<file path="src/rtl/mem_port_arbiter.sv">
// -----------------------------------------------------------------------------
// mem_port_arbiter
//
// Shares one single-ported, bram-style memory (registered read data) among
// NUM_CH requesters. Each cycle at most one valid request is granted and
// driven combinationally onto the memory port. A MEM_LATENCY-deep tracking
// pipe remembers which channel issued each access and whether it was a write.
// When an access leaves the pipe, a one-cycle response strobe is returned to
// that channel: read data for reads, zero data for write acks.
//
// Build option (macro):
//   ARB_ROUND_ROBIN_EN  defined   -> round-robin arbitration. A pointer register
//                                    sets where the search starts, and the
//                                    search wraps around.
//                       undefined -> fixed priority. The lowest index wins, and
//                                    no pointer register is built.
//
// Ports:
//   sysclk         clock, all state on the rising edge
//   rst            asynchronous, active-low reset
//   req_valid      per-channel request valid
//   req_ready      per-channel accept (one-hot or zero), equals the grant
//   req_we         per-channel write (1) / read (0)
//   req_addr       flat addresses, channel i at [i*ADDR_WIDTH +: ADDR_WIDTH]
//   req_wdata      flat write data, channel i at [i*DATA_WIDTH +: DATA_WIDTH]
//   req_be         flat byte enables, channel i at [i*BE_WIDTH +: BE_WIDTH]
//   rsp_valid      one-hot response strobe
//   rsp_rdata      read data for the strobed channel, 0 otherwise
//   mem_addr       memory word address
//   mem_wdata      memory write data
//   mem_byte_w_en  memory byte write enables
//   mem_r_en       memory read enable
//   mem_rdata      memory read data, valid MEM_LATENCY cycles after the request
// -----------------------------------------------------------------------------
module mem_port_arbiter #(
    parameter int NUM_CH      = 2,
    parameter int ADDR_WIDTH  = 12,
    parameter int DATA_WIDTH  = 32,
    parameter int MEM_LATENCY = 1,
    localparam int BE_WIDTH   = DATA_WIDTH / 8,
    localparam int CH_W       = (NUM_CH > 1) ? $clog2(NUM_CH) : 1
) (
    input  logic                           sysclk,
    input  logic                           rst,
    input  logic [NUM_CH-1:0]              req_valid,
    output logic [NUM_CH-1:0]              req_ready,
    input  logic [NUM_CH-1:0]              req_we,
    input  logic [NUM_CH*ADDR_WIDTH-1:0]   req_addr,
    input  logic [NUM_CH*DATA_WIDTH-1:0]   req_wdata,
    input  logic [NUM_CH*BE_WIDTH-1:0]     req_be,
    output logic [NUM_CH-1:0]              rsp_valid,
    output logic [DATA_WIDTH-1:0]          rsp_rdata,
    output logic [ADDR_WIDTH-1:0]          mem_addr,
    output logic [DATA_WIDTH-1:0]          mem_wdata,
    output logic [BE_WIDTH-1:0]            mem_byte_w_en,
    output logic                           mem_r_en,
    input  logic [DATA_WIDTH-1:0]          mem_rdata
);

    localparam int LAST = MEM_LATENCY - 1;

    // -------------------------------------------------------------------------
    // Arbitration
    // -------------------------------------------------------------------------
    logic              grant_any;
    logic [CH_W-1:0]   grant_id;
    logic [NUM_CH-1:0] grant;

`ifdef ARB_ROUND_ROBIN_EN
    logic [CH_W-1:0] ptr_q;
    logic [CH_W-1:0] ptr_d;
    logic [CH_W:0]   search_idx;   // one extra bit so ptr+k cannot overflow before the wrap
    logic [CH_W-1:0] search_ch;

    always_comb begin
        grant_any  = 1'b0;
        grant_id   = '0;
        search_idx = '0;
        search_ch  = '0;
        for (int k = 0; k < NUM_CH; k++) begin
            search_idx = {1'b0, ptr_q} + (CH_W+1)'(k);
            if (search_idx >= (CH_W+1)'(NUM_CH)) begin
                search_idx = search_idx - (CH_W+1)'(NUM_CH);
            end
            search_ch = search_idx[CH_W-1:0];
            if (!grant_any && req_valid[search_ch]) begin
                grant_any = 1'b1;
                grant_id  = search_ch;
            end
        end
    end

    // The pointer moves to the channel after the winner. It holds when idle.
    always_comb begin
        ptr_d = ptr_q;
        if (grant_any) begin
            ptr_d = (grant_id == CH_W'(NUM_CH - 1)) ? '0 : grant_id + CH_W'(1);
        end
    end

    always_ff @(posedge sysclk or negedge rst) begin
        if (!rst) begin
            ptr_q <= '0;
        end else begin
            ptr_q <= ptr_d;
        end
    end
`else
    // Fixed priority. Scanning downward lets the lowest valid index overwrite.
    always_comb begin
        grant_any = 1'b0;
        grant_id  = '0;
        for (int k = NUM_CH - 1; k >= 0; k--) begin
            if (req_valid[k]) begin
                grant_any = 1'b1;
                grant_id  = CH_W'(k);
            end
        end
    end
`endif

    always_comb begin
        grant = '0;
        if (grant_any) begin
            grant[grant_id] = 1'b1;
        end
    end

    assign req_ready = grant;

    // -------------------------------------------------------------------------
    // Memory port: muxed straight from the granted channel, zero when idle
    // -------------------------------------------------------------------------
    logic grant_we;

    assign grant_we = grant_any & req_we[grant_id];

    always_comb begin
        mem_addr      = '0;
        mem_wdata     = '0;
        mem_byte_w_en = '0;
        mem_r_en      = 1'b0;
        if (grant_any) begin
            mem_addr  = req_addr[grant_id*ADDR_WIDTH +: ADDR_WIDTH];
            mem_wdata = req_wdata[grant_id*DATA_WIDTH +: DATA_WIDTH];
            mem_r_en  = ~grant_we;
            if (grant_we) begin
                mem_byte_w_en = req_be[grant_id*BE_WIDTH +: BE_WIDTH];
            end
        end
    end

    // -------------------------------------------------------------------------
    // In-flight tracking. Stage 0 captures every cycle: a bubble when idle,
    // the granted access otherwise. Because req_ready equals the grant, any
    // grant is a transfer.
    // -------------------------------------------------------------------------
    logic [MEM_LATENCY-1:0] vld_q;
    logic [MEM_LATENCY-1:0] we_q;
    logic [CH_W-1:0]        ch_q [MEM_LATENCY];

    logic                   vld_d;
    logic                   we_d;
    logic [CH_W-1:0]        ch_d;

    assign vld_d = grant_any;
    assign we_d  = grant_we;
    assign ch_d  = grant_id;

    always_ff @(posedge sysclk or negedge rst) begin
        if (!rst) begin
            vld_q <= '0;
            we_q  <= '0;
            for (int s = 0; s < MEM_LATENCY; s++) begin
                ch_q[s] <= '0;
            end
        end else begin
            vld_q[0] <= vld_d;
            we_q[0]  <= we_d;
            ch_q[0]  <= ch_d;
            for (int s = 1; s < MEM_LATENCY; s++) begin
                vld_q[s] <= vld_q[s-1];
                we_q[s]  <= we_q[s-1];
                ch_q[s]  <= ch_q[s-1];
            end
        end
    end

    // -------------------------------------------------------------------------
    // Response: the last stage lines up with mem_rdata for its access
    // -------------------------------------------------------------------------
    for (genvar gi = 0; gi < NUM_CH; gi++) begin : g_rsp
        assign rsp_valid[gi] = vld_q[LAST] && (ch_q[LAST] == CH_W'(gi));
    end

    assign rsp_rdata = (vld_q[LAST] && !we_q[LAST]) ? mem_rdata : '0;

endmodule

</file>
<file path="config.mk">
export PLATFORM = sky130hd
export DESIGN_NAME = mem_port_arbiter
export DESIGN_NICKNAME = d
export VERILOG_FILES = /design/src/rtl/mem_port_arbiter.sv
export SDC_FILE = /design/constraint.sdc
export NUM_CORES = 1
export LEC_CHECK = 0
export CORE_AREA = 2 2 85 87
export CTS_BUF_LIST = sky130_fd_sc_hd__clkbuf_8
export DETAILED_ROUTE_END_ITERATION = 8
export DIE_AREA = 0 0 87 89
export GPL_TIMING_DRIVEN = 1
export PLACE_DENSITY = 0.68
export SYNTH_ARGS = -nofsm -noshare
export SYNTH_HDL_FRONTEND = slang
export SYNTH_SLANG_ARGS = --single-unit
export TNS_END_PERCENT = 100
</file>
<file path="constraint.sdc">
create_clock -name sysclk -period 1.1 [get_ports sysclk]
set_input_delay 0.275 -clock sysclk [delete_from_list [all_inputs] [get_ports sysclk]]
set_output_delay 0.275 -clock sysclk [all_outputs]
set_load 0.01 [all_outputs]
</file>
==> metrics.md <==
| Metric | Value |
|---|---|
| Type of origin of the critical path | register |
| Required time of the critical path | just over 800 ps |
| Vias in the first global route | approximately 2000 |
| Leakage | 1.69 nW |
| Comb power frac | between 70% and 80% |
| Unrepaired setup endpoints after global routing | true |
| Critical Path Start | we_q$_DFF_PN0_ |
| FF+latch count, synth | 3 |
| Clock Power Share | roughly 15% |
| Sw Ratio | between 20% and 30% |
| P_int | 1.44 mW |
| Rows | 30 |
| Clk slew on worst S/H paths | 30 ps |
| Register area share after synthesis | under 10% |
| Wire length per cell | roughly 17 um |
| Area after DPL | about 3200 um^2 |
| Commonest non-fill, non-tap cell in the layout | clkdlybuf4s50_1 |
| Final Cycle Share | 140% |
| CTS tree | done |
| Max-Cap Viols | 0 |
| Via Count | around 2000 |
| Syn_nets | 252 |
| Type of the worst min-delay path | primary input to asynchronous set/reset pin |
| Largest net degree at the start of global routing | 19 |
| Relative slew slack | roughly nine tenths |
| Buffers on Ports | roughly 220 |
| Iteration-0 DRC Markers | 17 |
| Layout cells sized above 1 | 46.8% |
| First-pass GRT wire length | 9.91 mm |
| Num CTS Buffers | 3 |
| Avg Cell Area, Syn | 8.01 um^2 |
| Post-route ant nets | 0 |
| Via density | ~4.5 |
| Final hold slack | ~240 ps |
| Final nets | roughly 490 |
| Slew Viols, Final | 0 |
| Post-Route WL | around 7.3 mm |
| Slack of the critical path | -442 ps |
| Final Hold Fails | 0 |
| Initial antenna violation count | 0 |
| Critical Path AT | 1270 ps |
| H-tree depth | 1 |
| Pre-antenna DRT Iters | 4 |
| Initial Utilization | roughly 14% |
| Crit-path max cell delay | approximately 380 ps |
| Clk buf depth | 2 |
| VDD IR max | around 0.24 mV |
| Most frequent cells in the layout | 120 x clkdlybuf4s50_1, 51 x buf_2, 45 x a22o_1, 45 x buf_6, 32 x and2_4 |
| Worst path cell trace | nor2b_4 -> buf_6 -> buf_16 -> and2_1 -> buf_2 |
| Measured slew at the worst slew-check pin | between 150 and 200 ps |
| Height of the die | just under 90 um |
| Die X | about 87 um |
| Critical Path Sink Type | output pin |
| Pwr/cell area | 567 nW/um^2 |
| Gp weighted congestion | about 0.67 |
| ANT cells | 0 |
| Mapped Cells | ~120 |
| Final TNS setup | -27170 ps |
| Pre-CTS WS | -1060 ps |
| Status | complete, but fails checks |
| Fmax | about 0.65 GHz |
| Root Driver | clkbuf_8 |
| Num Clock Sinks | 3 |
| Core Area | between 6000 and 7000 um^2 |
| Crit Path Class | register to output pin |
| DR DRC count | 0 |
| Synthesis Warnings | 0 |
| Min cycle time layout | between 1500 and 2000 ps |
| Sw Pwr | a little over 600 uW |
| Failing checks | negative setup slack |
| Crit-path slowest cell | dfrtp_1 |
| Crit path to | rsp_rdata[30] |
| Gr usage total | about 17% |
| CP max FO | 8 |
| Synth-to-Final Area Change | 282% |
| Final setup viols | between 80 and 90 |
| Io pins | around 220 |
| HPWL Detailed | 5.11 mm |
| Sequential share of power | 6.0% |
| Tot Pwr | ~2.0 mW |
| Unique masters post-synth | 15 |
| Syn Std Cell Area | about 940 um^2 |
| Cell area after layout | 3610 um^2 |
| Grt ovf | 0 |
| Die Area | 7740 um^2 |
==> worst max-delay path: cells and delay by family (launching register included) <==
family        cells  cell delay (ps)
simple gates      2              280
flops             1              380
buf+inv           3              390
==> synth_stat cells, drive strengths merged <==
library cell	count	area (um^2)
a22o	45	394
and2	33	206
buf	9	125
nand3	8	40.0
clkbuf	6	22.5
o21ai	5	25.0
nor2b	4	35.0
dfrtp	3	75.1
inv	2	7.51
nand2	2	7.51
or2	1	6.26
==> final cells by class <==
class / count / area (um^2)
inverter: 2 / 7.51
timing repair buffer: 250 / 2550
clock inverter: 1 / 3.75
clock buffer: 3 / 41.3
fill: 625 / 3110
tap: 80 / 100
multi-input combinational: 98 / 837
sequential: 3 / 75.1
==> state kept, by name, indices dropped and copies added (netlist names) <==
signal and flops:
vld_q 1, ch_q 1, we_q 1
==> cells by family after synthesis <==
kind of cell           share of synthesized area [%]
AOI/OAI and AO/OA                               44.4
buffers and inverters                           16.4
DFF                                             7.95
and+or+nand+nor                                 31.3
==> worst min path at each step <==
stage | cells after the start | endpoint | slack [ps]
after floorplan | 0 | ch_q$_DFF_PN0_ | -20
after global placement | 1 | we_q$_DFF_PN0_ | 460
after detailed placement | 1 | we_q$_DFF_PN0_ | 470
after CTS | 1 | ch_q$_DFF_PN0_ | 230
after global routing | 1 | ch_q$_DFF_PN0_ | 240
final | 1 | ch_q$_DFF_PN0_ | 240
==> per-stage QoR <==
stage / utilization [%] / std cells
finish: 53.7 / 437
global route: 53.7 / 437
CTS: 52.5 / 436
detailed placement: 48.1 / 412
global placement: 48.1 / 412
floorplan: - / 118
==> routing by layer <==
layer / vias to the layer above / global-route usage [%] / wire, um
li1: 925 / - / -
met1: 884 / 15.6 / 2360
met2: 136 / 35.1 / 4070
met3: 6 / 3.88 / 757
met4: 0 / 4.12 / 59
met5: - / 0 / 0
==> power groups by stage <==
stage | Clock, mW | Combinational, mW | Sequential (mW)
after floorplan | 0 | 0.463 | 0.121
after global placement | 0 | 1.42 | 0.122
after detailed placement | 0 | 1.43 | 0.122
after CTS | 0.324 | 1.60 | 0.122
after global routing | 0.336 | 1.71 | 0.123
final | 0.313 | 1.61 | 0.122
==> what timing repair did <==
action,4_1_cts,5_1_grt
setup endpoints to repair,85,84
resized for setup,434,24
buffers inserted,9,4
pin swaps,36,9
hold endpoints to repair,0,0
hold buffers,0,0
cloned,11,1
Note: power is estimated with default switching activity, not from simulation.
==> RTL change 1 (same flow settings) <==
Set the parameter `DATA_WIDTH` to 24 (it was 32).
--- a/src/rtl/mem_port_arbiter.sv
+++ b/src/rtl/mem_port_arbiter.sv
@@ -37,3 +37,3 @@
     parameter int ADDR_WIDTH  = 12,
-    parameter int DATA_WIDTH  = 32,
+    parameter int DATA_WIDTH  = 24,
     parameter int MEM_LATENCY = 1,
Interface: changed (6 resized); port bits go from 219 to 176. The function was not compared with the original's and may differ.
==> RTL change 1 against the original RTL <==
The run still ends with setup timing left. Sequential cell count did not move. First-iteration DRC count unchanged. Largest cell class unchanged. Total power fell by 20%. Critical path type unchanged. Design area shrank 22%. Wire length is 22% lower. Sequential share of layout area grew 0.60 points. Area after synthesis is 22% lower. Critical path depth is 1 lower. Via count fell by 21%. Maximum frequency is 3.7% higher. Highest routed layer unchanged. Non-clock buffer count shrank 55. Setup slack better by 55 ps.
==> RTL change 1: results (changes against the original RTL) <==
Timing:
- The number of setup violations in the final report is 65 (-23%).
- The setup slack of the critical path after layout is -387 ps (+54.9 ps).
- The final setup TNS is -18400 ps (+8770 ps).
- The worst slew margin relative to its limit was 0.908 (+0.0259).

Status:
- The run finished, with violations left.
- The checks that failed: setup timing.

Critical path:
- The critical path ends at rsp_rdata[1].
- The critical path data arrival time was 1210 ps (-60 ps).
- The peak per-stage delay on the critical path is 360 ps (-20 ps).
- The critical path starts at vld_q.

Routing:
- The post-route met1 wirelength is 1.74 mm (-26%).
- The total met2 wirelength after detailed routing is 2.99 mm (-27%).
- The sum of met3 wire segment lengths after detailed routing was 762 um (+0.66%).
- The detail-routed net length per standard cell is 15.5 um (-6.7%).
- The via count normalized by instance count is 4.22 (-5.5%).

GRT:
- The global-route wire length before repair is 8.18 mm (-17%).
- The global-route met3 utilization came to 0.0536 (+0.0148).
- The via count of the first global-routing pass is 1661 (-17%).
- The overall track demand over capacity in global routing is 0.137 (-0.0288).

Synth:
- The sequential-to-total area share from yosys stat is 0.102 (+0.0224).
- The commonest cells after synthesis are 37 x sky130_fd_sc_hd__a22o_1, 25 x sky130_fd_sc_hd__and2_1, 6 x sky130_fd_sc_hd__nand3_1.
- The number of nets produced by synthesis is 204 (-19%).
- The compound-cell area share of the yosys netlist was 0.467 (+0.0232).
- By area the synthesized netlist is led by sky130_fd_sc_hd__a22o_1 44%, sky130_fd_sc_hd__and2_1 21%, sky130_fd_sc_hd__dfrtp_1 10%, sky130_fd_sc_hd__buf_6 4.6%, sky130_fd_sc_hd__nand3_1 4.1%.
- The proportion of netlist area held by the largest area contributor came to 0.440 (+0.0225).

Placed design:
- The half-perimeter wire length after detailed placement is 4.31 mm (-16%).
- The worst slack at placement is -1040 ps (+20.2 ps).
- The port buffer count was 175 (-20%).

Pwr:
- The static power due to leakage was 1.32 nW (-22%).
- The clock network power is 0.000303 W (-3%).
- The switching fraction of total power is 0.288 (-0.0102).
-- RTL change 1: worst max-delay path, delay by kind of cell (launching register included) --
kind,cells,cell delay [ps]
flops,1,360
buf+inv,2,280
simple gates,2,360
-- RTL change 1: final cells by class --
type | count | area, um2
Antenna cell | 1 | 2.50
Clock inverter | 1 | 3.75
Sequential cell | 3 | 75.1
Tap cell | 80 | 100
Fill cell | 677 | 3920
Clock buffer | 3 | 41.3
Inverter | 2 | 7.51
Timing Repair Buffer | 195 | 1920
Multi-Input combinational cell | 79 | 647
-- RTL change 1: per-stage QoR --
stage          total power [W]   util  area, um2  cells
6_report               0.00163  0.417       2800    364
5_1_grt                0.00174  0.416       2800    363
4_1_cts                0.00164  0.412       2770    361
3_5_place_dp           0.00129  0.393       2640    346
3_3_place_gp           0.00129  0.393       2640    346
2_1_floorplan         0.000511      -        808     96
-- RTL change 1: what timing repair did --
item,CTS,global route
pin swaps,13,4
cloned,7,0
setup endpoints to repair,70,67
buffers inserted,4,4
gates resized for setup,348,16
==> RTL change 2 (same flow settings) <==
Made on the original files. The option `ARB_ROUND_ROBIN_EN` is turned on by a define.
--- a/src/rtl/mem_port_arbiter.sv
+++ b/src/rtl/mem_port_arbiter.sv
@@ -34,2 +34,4 @@
 // -----------------------------------------------------------------------------
+`define ARB_ROUND_ROBIN_EN
+
 module mem_port_arbiter #(
Function: changed (a bounded check fails within 4 cycles, from zero or initial values and one cycle with rst low).
==> RTL change 2 against the original RTL <==
Core utilization rose by 4.1 points. Sequential cell count rose by 1. Via count rose by 4.9%. Critical endpoint is now mem_wdata[18]. The run still ends with setup timing left. Area after synthesis rose by 4.6%. Design area rose by 7.6%. Wire length rose by 7.1%. Total power rose by 31%. Global-route usage rose by 1.6 points. Highest routed layer unchanged. Synthesized cell count rose by 2.5%. Critical path depth rose by 1. Cell count rose by 3.4%. Setup slack got worse by 220 ps.
==> RTL change 2: results (changes against the original RTL) <==
Status:
- The run finished, with violations left.
- The checks that failed: setup timing.

GRT:
- The overall track demand over capacity in global routing is 0.182 (+0.0164).
- The initial antenna violation count is 0 (unchanged).
- The via count of the first global-routing pass is 2116 (+6.2%).
- The global-route wire length before repair is 10.9 mm (+9.6%).

Critical path:
- The critical path data arrival time is 1490 ps (+220 ps).
- The worst-path maximum fanout is 5 (-3).

Pwr:
- The static power due to leakage is 1.82 nW (+7.2%).
- The switching power summed over all nets came to 0.000842 W (+38%).

Synth:
- The sequential-to-total area share from yosys stat is 0.101 (+0.0218).
- The number of nets produced by synthesis is 255 (+1.2%).
- The commonest cells after synthesis are 39 x sky130_fd_sc_hd__a22o_1, 33 x sky130_fd_sc_hd__and2_1.
- Sorting the synthesized cells by area gives the leading types as sky130_fd_sc_hd__a22o_1 35%, sky130_fd_sc_hd__and2_1 21%, sky130_fd_sc_hd__dfrtp_1 10%, sky130_fd_sc_hd__buf_6 5.7%, sky130_fd_sc_hd__a22o_2 5.1%.

Placed design:
- The global placement routability congestion is 0.715 (+6.9%).
- The post-placement cell area is 3390 um2 (+5.0%).
- The port buffer count was 218 (unchanged).
- The half-perimeter wire length after detailed placement came to 5.27 mm (+3.1%).

Clocking:
- The total CTS buffers is 3 (unchanged).

Timing:
- The number of setup violations in the final report was 87 (+3.6%).
- The worst slew margin relative to its limit was 0.807 (-0.0751).
- The setup slack of the critical path after layout is -661 ps (-219 ps).

Routing:
- The detailed router's first-iteration violation count is 13 (-4).
- The detail-routed net length per standard cell is 17.2 um (+3.5%).
- The number of iterations in the first detailed-routing pass is 4 (unchanged).
- The total via count after detailed routing is 2046 (+4.9%).

Layout:
- The share of final-layout standard cells stronger than drive strength 1 is 0.500 (+0.0322).
- The filler cell count is 626 (+0.16%).
- The post-layout net count came to 508 (+3.3%).
[RTL change 2: per-layer routing]
| layer | up-vias | global-route usage | wire length (um) | part of all wire |
|---|---|---|---|---|
| met3 | 10 | 0.0443 | 776 | 0.10 |
| li1 | 966 | - | - | - |
| met4 | 0 | 0.0554 | 161 | 0.021 |
| met1 | 930 | 0.185 | 2550 | 0.33 |
| met2 | 140 | 0.363 | 4280 | 0.55 |
| met5 | - | 0 | 0 | 0 |
[RTL change 2: cell families (layout without fill, tap and decap cells)]
kind of cell	after synthesis	in the layout	share of synthesized area
flip-flops	4	4	0.101
AO/OA/AOI/OAI	56	56	0.486
AND/OR/NAND/NOR	46	46	0.299
buffers and inverters	15	266	0.114
[RTL change 2: path summary, 6_finish.rpt]
check	from	end	slack (ps)	cells past startpoint
worst max register to register	ptr_q	we_q	-260	7
worst max-delay path	ptr_q	mem_wdata[18]	-660	6
max in group asynchronous	rst	ptr_q	640	1
min in group sysclk	ptr_q	ptr_q	600	1
worst min-delay path	rst	ch_q	270	1
worst min register to register	ptr_q	ptr_q	600	1
[RTL change 2: power by group through the flow]
stage               Clock, W  Combinational, W  Sequential (W)
floorplan                  0          0.000713        0.000176
global route        0.000322           0.00233        0.000185
global placement           0           0.00182        0.000179
CTS                 0.000314           0.00219        0.000183
finish              0.000301           0.00220        0.000183
detailed placement         0           0.00183        0.000180
[RTL change 2: cell type report]
cell class | count | area, um2 | area share
Clock buffer | 3 | 41.3 | 0.0106
Inverter | 2 | 10.0 | 0.00258
Tap cell | 80 | 100 | 0.0258
Sequential cell | 4 | 101 | 0.0261
Multi-Input combinational cell | 102 | 952 | 0.245
Timing Repair Buffer | 261 | 2680 | 0.690
[RTL change 2: worst max-delay path, cell delays in order, from the launching register on]
cell	delay, ps
sky130_fd_sc_hd__dfrtp_2	440
sky130_fd_sc_hd__a21boi_4	200
sky130_fd_sc_hd__buf_6	130
sky130_fd_sc_hd__buf_6	120
sky130_fd_sc_hd__buf_16	110
sky130_fd_sc_hd__a22o_1	140
sky130_fd_sc_hd__buf_6	110
[RTL change 2: what timing repair did]
action,in CTS,in global routing
hold endpoints to repair,0,0
buffers inserted,20,7
cloned,12,1
endpoints found under the setup margin,89,86
resized for setup,433,24
pin swaps,10,12
[RTL change 2: through the flow]
step	setup TNS, ps	utilization	total power [W]	std cells	setup slack, ps
2_1_floorplan	-12200	-	0.000889	121	-259
3_3_place_gp	-78990	0.505	0.00200	420	-1200
3_5_place_dp	-79740	0.505	0.00201	420	-1220
4_1_cts	-49140	0.569	0.00269	452	-696
5_1_grt	-49260	0.578	0.00284	452	-733
6_report	-44740	0.578	0.00268	452	-661
